==> config.mk <==
export PLATFORM = sky130hd
export DESIGN_NAME = iw_fetch_queue
export DESIGN_NICKNAME = d
export VERILOG_FILES = /design/src/rtl/iw_fetch_queue.sv
export SDC_FILE = /design/constraint.sdc
export NUM_CORES = 1
export LEC_CHECK = 0
export BUFFER_PORTS_ARGS = -buffer_cell sky130_fd_sc_hd__buf_2
export CAP_MARGIN = 10
export CORE_ASPECT_RATIO = 2
export CORE_MARGIN = 3
export CORE_UTILIZATION = 35
export CTS_BUF_LIST = sky130_fd_sc_hd__clkbuf_8
export DETAILED_ROUTE_END_ITERATION = 8
export SYNTH_ARGS = -nofsm -noshare
export SYNTH_HDL_FRONTEND = slang
export SYNTH_SLANG_ARGS = --single-unit
==> constraint.sdc <==
create_clock -name clk -period 3.89 [get_ports clk]
set_clock_uncertainty 0.05 [all_clocks]
set_input_delay 0.1945 -clock clk [delete_from_list [all_inputs] [get_ports clk]]
set_output_delay 0.1945 -clock clk [all_outputs]
set_load 0.05 [all_outputs]
==> src/rtl/iw_fetch_queue.sv <==
`default_nettype none
// ============================================================================
// Module      : iw_fetch_queue
// Description : In-order instruction-wait queue between the IF request stage
//               and ID. Each accepted fetch (or IF-side fetch exception) is
//               recorded as a token. In-order data_ok returns complete the
//               oldest pending token. Completed tokens leave through a
//               valid/ready handshake. A redirect (flush) drops all tokens
//               and turns every in-flight bus request into a discard credit,
//               so that stale returns are swallowed.
//
// Ports       : clk, resetn (async, active-low)
//               in_valid/in_ready, in_pc, in_has_exception, in_ecode,
//               in_esubcode            - token from IF
//               data_ok, rdata         - in-order instruction bus return
//               flush                  - pipeline redirect
//               out_valid/out_ready, out_pc, out_inst, out_has_exception,
//               out_ecode, out_esubcode - head token towards ID
//               discard_cnt            - stale returns still expected
//               pending_cnt            - tokens waiting for data_ok
//
// Options     : IW_HEAD_BYPASS_EN - when defined, a data_ok aimed at the head
//               token presents rdata to ID in the same cycle.
//
// Revision    : 1.0 - initial release
// ============================================================================
module iw_fetch_queue #(
    parameter int DEPTH  = 4,
    parameter int PC_W   = 32,
    parameter int INST_W = 32
) (
    input  logic                     clk,
    input  logic                     resetn,

    input  logic                     in_valid,
    output logic                     in_ready,
    input  logic [PC_W-1:0]          in_pc,
    input  logic                     in_has_exception,
    input  logic [5:0]               in_ecode,
    input  logic [8:0]               in_esubcode,

    input  logic                     data_ok,
    input  logic [INST_W-1:0]        rdata,

    input  logic                     flush,

    output logic                     out_valid,
    input  logic                     out_ready,
    output logic [PC_W-1:0]          out_pc,
    output logic [INST_W-1:0]        out_inst,
    output logic                     out_has_exception,
    output logic [5:0]               out_ecode,
    output logic [8:0]               out_esubcode,

    output logic [$clog2(DEPTH):0]   discard_cnt,
    output logic [$clog2(DEPTH):0]   pending_cnt
);

    localparam int c_PTR_W = $clog2(DEPTH);
    localparam int c_CNT_W = c_PTR_W + 1;

    // ------------------------------------------------------------------
    // Token storage
    // ------------------------------------------------------------------
    logic                r_valid [DEPTH];
    logic                r_done  [DEPTH];
    logic [PC_W-1:0]     r_pc    [DEPTH];
    logic [INST_W-1:0]   r_inst  [DEPTH];
    logic                r_exc   [DEPTH];
    logic [5:0]          r_ecode [DEPTH];
    logic [8:0]          r_esub  [DEPTH];

    logic [c_PTR_W-1:0]  r_head;
    logic [c_PTR_W-1:0]  r_tail;
    logic [c_CNT_W-1:0]  r_count;
    logic [c_CNT_W-1:0]  r_discard;

    // ------------------------------------------------------------------
    // Combinational control
    // ------------------------------------------------------------------
    logic [c_CNT_W-1:0]  w_pending;
    logic                w_tgt_found;
    logic [c_PTR_W-1:0]  w_tgt;
    logic [c_CNT_W:0]    w_occupancy;
    logic                w_in_ready;
    logic                w_push;
    logic                w_discard_hit;
    logic                w_fill;
    logic                w_fill_wr;
    logic                w_head_done;
    logic                w_bypass;
    logic                w_out_valid;
    logic                w_pop;
    logic [c_CNT_W-1:0]  w_discard_next;

    // Pending count and return target. The scan starts at head so the
    // first valid-but-not-done slot found is the oldest outstanding fetch;
    // exception tokens are born done and are therefore never targeted.
    always_comb begin : p_scan
        logic [c_PTR_W-1:0] v_idx;
        w_pending   = '0;
        w_tgt_found = 1'b0;
        w_tgt       = '0;
        v_idx       = '0;
        for (int i = 0; i < DEPTH; i++) begin
            if (r_valid[i] && !r_done[i]) begin
                w_pending = w_pending + c_CNT_W'(1);
            end
        end
        for (int i = 0; i < DEPTH; i++) begin
            v_idx = r_head + c_PTR_W'(i);
            if (!w_tgt_found && r_valid[v_idx] && !r_done[v_idx]) begin
                w_tgt_found = 1'b1;
                w_tgt       = v_idx;
            end
        end
    end

    // Tokens held plus stale requests still on the bus never exceed DEPTH,
    // which bounds outstanding bus requests to DEPTH.
    assign w_occupancy   = {1'b0, r_count} + {1'b0, r_discard};
    assign w_in_ready    = resetn && !flush && (w_occupancy < (c_CNT_W + 1)'(DEPTH));
    assign w_push        = in_valid && w_in_ready;

    assign w_discard_hit = data_ok && (r_discard != '0);
    // A return with nothing pending and nothing to discard is dropped.
    assign w_fill        = data_ok && (r_discard == '0) && w_tgt_found;

    assign w_head_done   = r_valid[r_head] && r_done[r_head];

`ifdef IW_HEAD_BYPASS_EN
    // The scan starts at head, so a target equal to head means the head
    // slot is valid and still waiting for this very word.
    assign w_bypass      = w_fill && (w_tgt == r_head);
`else
    assign w_bypass      = 1'b0;
`endif

    assign w_out_valid   = !flush && (w_head_done || w_bypass);
    assign w_pop         = w_out_valid && out_ready;
    // A bypassed head that pops this cycle is freed without being written.
    assign w_fill_wr     = w_fill && !(w_bypass && w_pop);

    // On flush every token still waiting for its word becomes a discard
    // credit; a return in the same cycle first consumes a credit or
    // completes a pending token, whichever it would have done anyway.
    always_comb begin
        w_discard_next = r_discard;
        if (flush) begin
            w_discard_next = r_discard - c_CNT_W'(w_discard_hit)
                           + w_pending - c_CNT_W'(w_fill);
        end else if (w_discard_hit) begin
            w_discard_next = r_discard - c_CNT_W'(1);
        end
    end

    // ------------------------------------------------------------------
    // State update
    // ------------------------------------------------------------------
    always_ff @(posedge clk or negedge resetn) begin
        if (!resetn) begin
            for (int i = 0; i < DEPTH; i++) begin
                r_valid[i] <= 1'b0;
                r_done[i]  <= 1'b0;
                r_pc[i]    <= '0;
                r_inst[i]  <= '0;
                r_exc[i]   <= 1'b0;
                r_ecode[i] <= '0;
                r_esub[i]  <= '0;
            end
            r_head    <= '0;
            r_tail    <= '0;
            r_count   <= '0;
            r_discard <= '0;
        end else begin
            r_discard <= w_discard_next;
            if (flush) begin
                for (int i = 0; i < DEPTH; i++) begin
                    r_valid[i] <= 1'b0;
                    r_done[i]  <= 1'b0;
                end
                r_head  <= '0;
                r_tail  <= '0;
                r_count <= '0;
            end else begin
                // Fill, pop and push touch distinct slots: the push slot is
                // free, the fill slot is not done, the pop slot is done
                // (bypass case is excluded from the fill write above).
                if (w_fill_wr) begin
                    r_inst[w_tgt] <= rdata;
                    r_done[w_tgt] <= 1'b1;
                end
                if (w_pop) begin
                    r_valid[r_head] <= 1'b0;
                    r_done[r_head]  <= 1'b0;
                    r_head          <= r_head + c_PTR_W'(1);
                end
                if (w_push) begin
                    r_valid[r_tail] <= 1'b1;
                    r_done[r_tail]  <= in_has_exception;
                    r_pc[r_tail]    <= in_pc;
                    r_inst[r_tail]  <= '0;
                    r_exc[r_tail]   <= in_has_exception;
                    r_ecode[r_tail] <= in_ecode;
                    r_esub[r_tail]  <= in_esubcode;
                    r_tail          <= r_tail + c_PTR_W'(1);
                end
                if (w_push && !w_pop) begin
                    r_count <= r_count + c_CNT_W'(1);
                end else if (!w_push && w_pop) begin
                    r_count <= r_count - c_CNT_W'(1);
                end
            end
        end
    end

    // ------------------------------------------------------------------
    // Outputs (fields forced to zero whenever nothing is presented)
    // ------------------------------------------------------------------
    assign in_ready          = w_in_ready;
    assign out_valid         = w_out_valid;
    assign out_pc            = w_out_valid ? r_pc[r_head] : '0;
    assign out_inst          = !w_out_valid ? '0 : (w_bypass ? rdata : r_inst[r_head]);
    assign out_has_exception = w_out_valid && r_exc[r_head];
    assign out_ecode         = w_out_valid ? r_ecode[r_head] : '0;
    assign out_esubcode      = w_out_valid ? r_esub[r_head]  : '0;
    assign discard_cnt       = r_discard;
    assign pending_cnt       = w_pending;

endmodule
`default_nettype wire

==> key figures <==
Routing
  • Initial drt markers: 828
  • Wire length per cell: 20.6 um
  • DRT antenna net count: 0
  • Average vias per placed instance: 5.32
  • Drt drc: 0
  • Post-Route WL: ~49000 um
  • Via count: around 13000
  • DRT Pass-1 Iters: 5

Clock network
  • Clk sinks: ~340
  • CTS tree: built
  • Clock transition at path regs: roughly 0.07 ns
  • Clk_lat worst skew: roughly 0.6 ns
  • Num CTS Buffers: between 50 and 60
  • H-Tree Depth: 2
  • CTS root buf: clkbuf_8
  • CTS Buffer Depth: 3

GRT
  • Grt ovf: 0
  • Largest net degree at the start of global routing: ~150
  • GRT Util Overall: roughly a fifth
  • Grt met1 use: a little under a quarter
  • GRT busiest layer: met2
  • Vias in the first global route: around 14000
  • First-pass GRT wire length: 77300 um
  • Initial antenna violation count: 1
  • Grt met2 use: 37.1%
  • Grt met3 use: under 10%

Floorplan
  • Core Footprint: roughly 45000 sq um
  • Starting density of the core: between 30% and 40%
  • Die height: a little over 300 um
  • I/O pin count: 174
  • Width of the die: ~160 um
  • FP Rows: 110
  • Die Area: 48700 sq um

Synthesis
  • Largest area contributor in the netlist: dfrtp_1
  • Flop and latch count out of synthesis: approximately 340
  • Synth Flop Type: dfrtp_1
  • Post-Syn Area: roughly 16000 sq um
  • Top-area cell type share of the netlist area: about 53%
  • Syn Area/Cell: roughly 11 sq um
  • Syn nets: roughly 1600
  • Ranking of synthesized cells by area: dfrtp_1 (53%), nand2_1 (15%), mux4_2 (12%)
  • Synthesized instance count: approximately 1500
  • Number of enable flip-flop cells after synthesis: 0
  • Post-synth ARST share: 100%
  • Synth Warn #: 0
  • Synth unique cells: 57
  • Register area share after synthesis: between 50% and 60%

Run
  • Max-cap viol count: 0

Worst setup path
  • CP startpoint kind: register
  • Max incr delay on CP: around 0.53 ns
  • Max stage delay cell, worst path: mux4_2
  • CP most frequent cell: xnor2_1
  • CP required: between 4 and 5 ns
  • Kind of critical path: reg2reg
  • CP Capture Type: register
  • Crit path cell chain: inv_4, mux4_2, o2111ai_2, o21a_1, inv_2, fa_1, inv_1, fa_1, inv_1, ha_2, fa_2, xnor2_1, xnor2_1, a21oi_1, xnor2_1
  • Crit-path max FO: 5
  • Arr. time, crit path: 4.17 ns

Timing
  • Tcrit/Tclk final: a little over nine tenths
  • Fin. Hold Viols: 0
  • Final setup TNS: 0 ns
  • Fin worst setup slack: approximately 0.19 ns
  • Slew headroom: between 20 and 30%
  • Max-slew violations: 0
  • Unrepaired setup endpoints after global routing: false
  • Least-Margin Pin Slew: 1.07 ns
  • Fin crit period: between 3 and 4 ns
  • Peak Freq: approximately 270 MHz
  • # setup viols final: 0

Finish
  • Share of cells above drive strength 1: around a quarter
  • Most frequent cells in the layout: nand2_1 (628), dfrtp_1 (336), buf_2 (172), o2bb2ai_1 (96), mux4_2 (84)
  • Most common cell after layout, fill and taps aside: nand2_1
  • Post-Layout Cell Count: about 2400
  • Area of the multi-input gates: between 7000 and 8000 sq um
  • Area grow syn2layout: 22.3%
  • Register area: between 8000 and 9000 sq um
  • NumNets Final: between 1500 and 2000
  • Fillcell total: 4337

Pwr
  • P per Cell Area: 460 nW/um^2
  • PnR Total Power: about 9.0 mW
  • P_leak: 9.80 nW
  • VDD IR max: approximately 0.30 mV

Run status
  • Outcome: finished clean

Place
  • Place WS: -0.0505 ns
  • RePlAce Congestion: roughly 0.81
  • Dpl hpwl: between 30000 and 40000 um
  • Port bufs: around 170
  • Dpl cells: 2204

Hold path
  • Hold Crit Class: in2async
[per-stage QoR]
| step | cell area [sq um] | hold WS (ns) | utilization (%) |
|---|---|---|---|
| after floorplan | 16100 | -0.151 | - |
| after global placement | 17700 | 0.115 | 39.1 |
| after detailed placement | 17700 | 0.120 | 39.1 |
| after CTS | 19600 | 0.0645 | 43.5 |
| after global routing | 19700 | 0.107 | 43.5 |
| final | 19700 | 0.0944 | 43.5 |
[synthesized netlist by cell type (7+ instances only)]
cell / instances
a21oi_1: 9
a32o_1: 32
and2_1: 81
buf_2: 25
buf_4: 7
clkbuf_1: 71
dfrtp_1: 338
ha_1: 17
inv_1: 21
mux4_2: 84
nand2_1: 632
nor2_1: 9
o2bb2ai_1: 96
xnor2_1: 7
[worst max-delay path: cells and delay by family (launching register included)]
| kind | cells | cell delay [ns] |
|---|---|---|
| AOI/OAI and AO/OA | 3 | 0.48 |
| xor gates and xnor gates | 3 | 0.40 |
| adders and majority gates | 4 | 1.45 |
| buffers and inverters | 4 | 0.22 |
| DFF | 1 | 0.51 |
| muxes | 1 | 0.53 |
[power by group]
group / leakage (nW) / switching (mW) / internal (mW)
Clock: 0.637 / 1.43 / 1.79
Combinational: 4.54 / 0.787 / 0.765
Sequential: 4.62 / 0.276 / 4.00
[registers in the layout, summed over array words and instances (netlist names)]
register and flops:
r_valid 4, discard_cnt 3, r_inst 128, r_count 3, r_done 4, r_tail 2
r_pc 128, r_exc 4, r_ecode 24, r_esub 36, r_head 2
[final cells by class]
type	instances	share of cell area, %
Multi-Input combinational cell	1055	36.0
Clock inverter	26	1.10
Inverter	24	0.471
Antenna cell	1	0.0127
Sequential cell	338	43.1
Timing Repair Buffer	311	11.1
Tap cell	560	3.57
Clock buffer	66	4.62
[kinds of logic (layout without fill, tap and decap cells)]
kind of cell / Yosys count / in the layout / synth area share (%)
buf+inv: 135 / 427 / 3.60
simple gates: 759 / 759 / 19.9
compound gates: 178 / 178 / 9.55
xor+xnor: 8 / 8 / 0.436
flops: 338 / 338 / 52.6
other cells: 0 / 1 / 0
fa+ha+maj: 21 / 21 / 1.82
mux: 89 / 89 / 12.1
[worst paths after layout]
path	cells past startpoint	end	startpoint	slack [ns]
worst max-delay path	15	discard_cnt[2]$_DFFE_PN0P_	r_head[0]$_DFFE_PN0P_	0.19
max in group asynchronous	4	r_inst[76]$_DFFE_PN0N_	resetn	1.52
worst min register to register	2	r_pc[18]$_DFFE_PN0P_	r_pc[18]$_DFFE_PN0P_	0.42
worst min-delay path	2	r_esub[31]$_DFFE_PN0P_	resetn	0.09
min in group clk	4	discard_cnt[0]$_DFFE_PN0P_	data_ok	0.13
worst max register to register	15	discard_cnt[2]$_DFFE_PN0P_	r_head[0]$_DFFE_PN0P_	0.19
[routing by layer]
metal / wire [um] / vias to the layer above / share of wire, %
met5: 0 / - / 0
met1: 18100 / 6419 / 37
met3: 2500 / 104 / 5.1
met2: 26300 / 422 / 54
met4: 2060 / 0 / 4.2
li1: - / 5718 / -
[what timing repair did]
| action | in CTS | in global routing |
|---|---|---|
| endpoints found under the hold margin | 376 | 0 |
| resized for setup | 4 | 3 |
| setup endpoints to repair | 1 | 1 |
| pin swaps | 3 | 5 |
| buffers inserted | 1 | 0 |
| hold buffers | 83 | 0 |
Note: power is estimated with default switching activity, not from simulation.
